File: config.mk
export PLATFORM = sky130hd
export DESIGN_NAME = pipeline_stall_ctrl
export DESIGN_NICKNAME = d
export VERILOG_FILES = /design/src/rtl/pipeline_stall_ctrl.sv
export SDC_FILE = /design/constraint.sdc
export NUM_CORES = 1
export LEC_CHECK = 0
export BUFFER_PORTS_ARGS = -buffer_cell sky130_fd_sc_hd__clkbuf_2
export CORE_ASPECT_RATIO = 1.4
export CORE_MARGIN = 2
export CORE_UTILIZATION = 40
export DETAILED_ROUTE_END_ITERATION = 8
export HOLD_SLACK_MARGIN = 0.06
export PLACE_DENSITY_LB_ADDON = 0.3
export SYNTH_ARGS = -nofsm -noshare
export SYNTH_HDL_FRONTEND = slang
export SYNTH_SLANG_ARGS = --single-unit
File: constraint.sdc
create_clock -name clk_i -period 4.9 [get_ports clk_i]
set_input_delay 1.225 -clock clk_i [delete_from_list [all_inputs] [get_ports clk_i]]
set_output_delay 1.225 -clock clk_i [all_outputs]
set_load 0.03 [all_outputs]
File: src/rtl/pipeline_stall_ctrl.sv
// Central pipeline sequencer: merges load-use stalls, ID branch flushes and a
// multi-cycle data-memory handshake into per-stage enable/bubble/flush controls,
// with start gating, memory timeout detection and a saturating stall counter.
module pipeline_stall_ctrl #(
    parameter int unsigned MEM_TIMEOUT = 255,
    parameter int unsigned TMO_W       = 8,
    parameter int unsigned CNT_W       = 16
) (
    input  logic             clk_i,
    input  logic             rst_i,
    input  logic             start_i,
    input  logic             load_use_stall_i,
    input  logic             branch_taken_i,
    input  logic             mem_access_i,
    input  logic             mem_ready_i,
    output logic             pc_we_o,
    output logic             ifid_we_o,
    output logic             ifid_flush_o,
    output logic             idex_bubble_o,
    output logic             exmem_we_o,
    output logic             memwb_we_o,
    output logic             busy_o,
    output logic             error_o,
    output logic [CNT_W-1:0] stall_cnt_o
);

    typedef enum logic [1:0] {StIdle, StRun, StMemWait, StError} state_e;

    state_e           state_q, state_d;
    logic [TMO_W-1:0] tmo_q, tmo_d;
    logic [CNT_W-1:0] cnt_q;
    logic             run_rules;

    // Next-state, timeout counter and Mealy output decode
    always_comb begin
        state_d       = state_q;
        tmo_d         = tmo_q;
        run_rules     = 1'b0;
        pc_we_o       = 1'b0;
        ifid_we_o     = 1'b0;
        ifid_flush_o  = 1'b0;
        idex_bubble_o = 1'b0;
        exmem_we_o    = 1'b0;
        memwb_we_o    = 1'b0;
        busy_o        = 1'b0;
        error_o       = 1'b0;

        unique case (state_q)
            StIdle: begin
                if (start_i) state_d = StRun;
            end
            StRun: begin
                // Memory freeze outranks every other hazard
                if (mem_access_i && !mem_ready_i) begin
                    state_d = StMemWait;
                    tmo_d   = TMO_W'(1);
                end else begin
                    run_rules = 1'b1;
                end
            end
            StMemWait: begin
                busy_o = 1'b1;
                if (mem_ready_i) begin
                    run_rules = 1'b1;
                    tmo_d     = '0;
                    state_d   = StRun;
                end else if (tmo_q == TMO_W'(MEM_TIMEOUT)) begin
                    state_d = StError;
                end else begin
                    tmo_d = tmo_q + TMO_W'(1);
                end
            end
            StError: begin
                error_o = 1'b1;
            end
            default: state_d = StIdle;
        endcase

        // Memory term satisfied: load-use beats branch (ID re-evaluates the branch next cycle)
        if (run_rules) begin
            exmem_we_o = 1'b1;
            memwb_we_o = 1'b1;
            if (load_use_stall_i) begin
                idex_bubble_o = 1'b1;
            end else begin
                pc_we_o      = 1'b1;
                ifid_we_o    = 1'b1;
                ifid_flush_o = branch_taken_i;
            end
        end
    end

    // State and timeout counter registers
    always_ff @(posedge clk_i) begin
        if (rst_i) begin
            state_q <= StIdle;
            tmo_q   <= '0;
        end else begin
            state_q <= state_d;
            tmo_q   <= tmo_d;
        end
    end

    // Saturating count of active cycles in which the PC did not advance
    always_ff @(posedge clk_i) begin
        if (rst_i) begin
            cnt_q <= '0;
        end else if ((state_q == StRun || state_q == StMemWait) && !pc_we_o &&
                     (cnt_q != {CNT_W{1'b1}})) begin
            cnt_q <= cnt_q + CNT_W'(1);
        end
    end

    assign stall_cnt_o = cnt_q;

endmodule

# Word-level counts from Yosys, hierarchy flattened
# Index checks and enable logic that the tools add are counted.
dict set report word_totals {
  ff_bits 26
  input_bits 7
  out_inout_bits 24
  elab_cells 46
}
dict set report op_classes {
  addsub 2
  n_eq_ne 9
  muxes 21
  n_reduce_logical 11
}
# cell count
set op_table {}
lappend op_table {{$mux 8} 3}
lappend op_table {{$add 16x1->16 const B} 1}
lappend op_table {{$ne 16x16->1 const B} 1}
lappend op_table {{$pmux 8 s2} 1}
lappend op_table {{$mux 1} 11}
lappend op_table {{$add 8x1->8 const B} 1}
lappend op_table {{$eq 8x8->1 const B} 1}
lappend op_table {{$mux 2} 4}
lappend op_table {{$ne 3x3->1 const B} 2}
lappend op_table {{$pmux 2 s3} 1}
lappend op_table {{$eq 2x2->1 const B} 2}
lappend op_table {{$ne 2x2->1 const B} 2}
lappend op_table {{$reduce_and 4->1} 1}
lappend op_table {{$logic_and 1x1->1} 3}
lappend op_table {{$reduce_and 3->1} 1}
lappend op_table {{$reduce_bool 3->1} 1}
lappend op_table {{$eq 2x1->1 const B} 1}
lappend op_table {{$logic_not 1->1} 2}
lappend op_table {{$logic_not 2->1} 1}
lappend op_table {{$pmux 1 s2} 1}
lappend op_table {{$reduce_bool 2->1} 1}
lappend op_table {{$logic_or 1x1->1} 1}

# Depth between registers and ports, before layout
dict set report depth {
  word_depth 8
  mapped_depth 8
  mapped_depth_nobuf 7
}

# Least setup slack after synthesis
# OpenSTA, ideal clock, no wires.
dict set report synth_timing {
  path_type {input -> output}
  from {input mem_access_i}
  to {output pc_we_o}
  arrival_time_ns 2.164
  required_ns 3.675
  path_slack_ns 1.511
  path_stages 4
  n_path_buf 1
  path_cell_list {o22ai_1 nand2_1 nor2_1 buf_4}
}
dict set report synth_via {
  elab_chain_len 4
}
# element line_no
set synth_lines {}
lappend synth_lines {{start, declared} 14} ;# input logic mem_access_i,
lappend synth_lines {{$logic_and 1x1->1} 54} ;# if (mem_access_i && !mem_ready_i) begin
lappend synth_lines {{$mux 1} 54}
lappend synth_lines {{$pmux 1 s2} 48} ;# unique case (state_q)
lappend synth_lines {{$mux 1} --}
lappend synth_lines {{end, declared} 16} ;# output logic pc_we_o,
# Every way passes these cells.

# Final worst setup path
dict set report layout_timing {
  from {input mem_ready_i}
  to {output ifid_flush_o}
}
dict set report layout_via {
  elab_chain_len 5
  word_cells_on_any_way 6
  classes_between {4 x mux; 2 x reduce/logical}
}
# element line_no
set layout_lines {}
lappend layout_lines {{start, declared} 15} ;# input logic mem_ready_i,
lappend layout_lines {{$logic_not 1->1} 54}
lappend layout_lines {{$logic_and 1x1->1} 54}
lappend layout_lines {{$mux 1} 54}
lappend layout_lines {{$pmux 1 s2 (*)} 48}
lappend layout_lines {{$mux 1 (*)} 80} ;# if (run_rules) begin
lappend layout_lines {{end, declared} 18} ;# output logic ifid_flush_o,
# Mark *: on every way between the ends. The rest lies on a longest branch, timed or not.

==> reports/metrics.csv <==
stage,metric,value,unit
outcome,outcome,"finished, final reports clean",
pwr,Pleak,0.693,nW
clocking,CTS Buf Count,3,
clocking,TritonCTS clock tree,built,
die,Site Rows,27,
synthesis,Area contributors post-synth,"dfxtp_1, ha_1, a21oi_1",
sta,Setup TNS Final,0,ns
sta,max-slew violations,0,
setup_path,Reg2Reg Setup Slack,2.71,ns
die,Starting Density,41.4,%
clocking,# hold bufs at CTS,0,
clocking,H-tree lvl count,1,
die,io pins,31,
synthesis,Synth cell types,46,
synthesis,"FF+latch count, synth",26,
synthesis,sequential fraction of the synthesis area,32.1,%
final_layout,Nets,230,
sta,crit share post-route,68.0,%
pwr,Peak VDD IR,0.134,mV
setup_path,Worst Setup Start Kind,primary input,
sta,setup violators final,0,
place,RePlAce Congestion,0.852,
final_layout,synthesis-to-finish area growth,12.6,%
flow_run,MaxCap Viol Count,0,
setup_path,worst-path fanout max,6,
global_routing,vias in the first global route,1388,
synthesis,Synth Instances,191,
place,DP Worst Slack,1.57,ns
final_layout,Layout fillers,423,
place,placed insts,255,
sta,Final Worst Setup Slack,1.57,ns
synthesis,synthesized area per cell,8.50,um^2
pwr,Cell Pwr Density,258,nW/um^2
clocking,clk slew on worst S/H paths,0.09,ns
synthesis,Synth area leader,dfxtp_1,
die,die area,4590,um^2
place,port bufs,30,
final_layout,share of cells above drive strength 1,22.8,%
global_routing,GRT overflow,0,
sta,clock skew,0.00238,ns
sta,RSZ-0062 raised after global routing,false,
clocking,Clock Path Buffers,2,
final_layout,utilization after layout,46.6,%
setup_path,Critical Path RT,3.67,ns
synthesis,"Warnings, synthesis",0,
drt,vias post-DR,1526,
place,Placed Instance Area,1790,um^2
drt,via density per instance,5.91,
sta,Final Hold Viols,0,
clocking,CTS resizes,0,
setup_path,crit end category,primary output,
hold_path,Hold WC Path Type,reg2reg,
clocking,"Clk Latency, worst-skew pair",0.27,ns
die,die height,79.4,um
pwr,total power,472,uW
clocking,Sink Count,26,
synthesis,syn nets,204,
sta,WHS,0.501,ns
sta,fin crit period,3.33,ns
die,Die Span X,57.8,um
drt,drt wl/cell,13.8,um
global_routing,global-route wire length before repair,6.07,mm
final_layout,ANT cells,0,
drt,DR DRC count,0,
final_layout,post-route insts no fill,258,
setup_path,critical path class,in2out,
drt,DR iter-0 viols,51,
drt,DRT Wirelength,3.57,mm
global_routing,pin count of the biggest net entering global routing,34,
synthesis,post-synthesis cell area,1620,um^2
sta,f_max,300,MHz
final_layout,Final Cell Area,1830,um^2
synthesis,Synth top area share,32.1,%
global_routing,gr usage total,16.4,%
global_routing,initial antenna violation count,0,
sta,Worst-Margin Slew,0.798,ns
die,core region area,3920,um^2
sta,Rel. slew slack,46.4,%
synthesis,Post-synth EDFFs,0,
synthesis,ys flop type,dfxtp_1,
synthesis,"Async S/R FF share, synth",0,%
clocking,"Setup Fix Bufs, Post-CTS",0,
clocking,CTS root buf,clkbuf_8,
drt,Initial DRT Pass Iterations,4,
setup_path,worst endpoint data arrival time,2.11,ns
drt,Post-DRT Antenna Nets,0,
place,post-DP HPWL,2.66,mm
Yosys cell counts, types with 3 or more instances:
library cell  count
a211oi_1          3
a21oi_1          14
a311oi_1          3
a31oi_1           4
and3_1            3
and4_1            3
buf_2             3
dfxtp_1          26
ha_1              6
inv_1            13
mux2_2            6
nand2_1           7
nand3_1          11
nor2_1           12
nor2b_1           8
nor3_1            8
nor4_1            5
o21ai_0           8
o31ai_1           5
or4_1             5
cell usage in the layout (no fill, tap or decap), drive strengths merged, types with 5 or more instances in the layout:
master / n
ha: 6
o21ai: 8
inv: 13
o31ai: 5
or4: 5
nor2b: 8
nand2: 7
clkbuf: 33
a21oi: 14
mux2: 8
nand3: 11
nor2: 12
nor3: 8
dfxtp: 26
nor4: 8
flip-flops by register name, indices dropped and copies added (netlist names):
signal	count
state_q	2
stall_cnt_o	16
tmo_q	8
power by group:
group / internal (mW) / switching [mW] / total, mW
logic: 0.0401 / 0.0825 / 0.123
registers: 0.219 / 0.00896 / 0.227
clock network: 0.0551 / 0.0664 / 0.121
path summary, 6_finish.rpt:
path,start,end,depth (start not counted)
max,mem_ready_i,ifid_flush_o,7
min,tmo_q[1],tmo_q[1],2
max reg2reg,stall_cnt_o[0],stall_cnt_o[13],5
min reg2reg,tmo_q[1],tmo_q[1],2
metal layers:
metal,vias up,track usage [%],share of wire [%]
li1,779,-,-
met1,713,18.9,43
met2,29,29.5,53
met3,5,2.61,3.2
met4,0,6.05,1.3
met5,-,0,0
final cells by class:
type | count | area, um^2 | area share, %
tap | 43 | 53.8 | 2.95
sequential | 26 | 520 | 28.5
clock buffer | 3 | 41.3 | 2.26
multi-input combinational | 142 | 1000 | 55.0
timing repair buffer | 31 | 158 | 8.63
inverter | 13 | 48.8 | 2.67
worst max-delay path: stages:
cell,delay [ns]
clkbuf_2,0.14
inv_1,0.09
o22ai_1,0.11
nand2_1,0.10
inv_1,0.09
and3_1,0.15
clkbuf_2,0.19
cells by family after synthesis:
kind of cell | after synthesis | share of synthesized area (%)
adders and majority gates | 6 | 4.63
AOI/OAI and AO/OA | 50 | 20.5
muxes | 9 | 6.63
and+or+nand+nor | 77 | 29.7
buffers and inverters | 23 | 6.48
DFF | 26 | 32.1
Note: power is estimated with default switching activity, not from simulation.
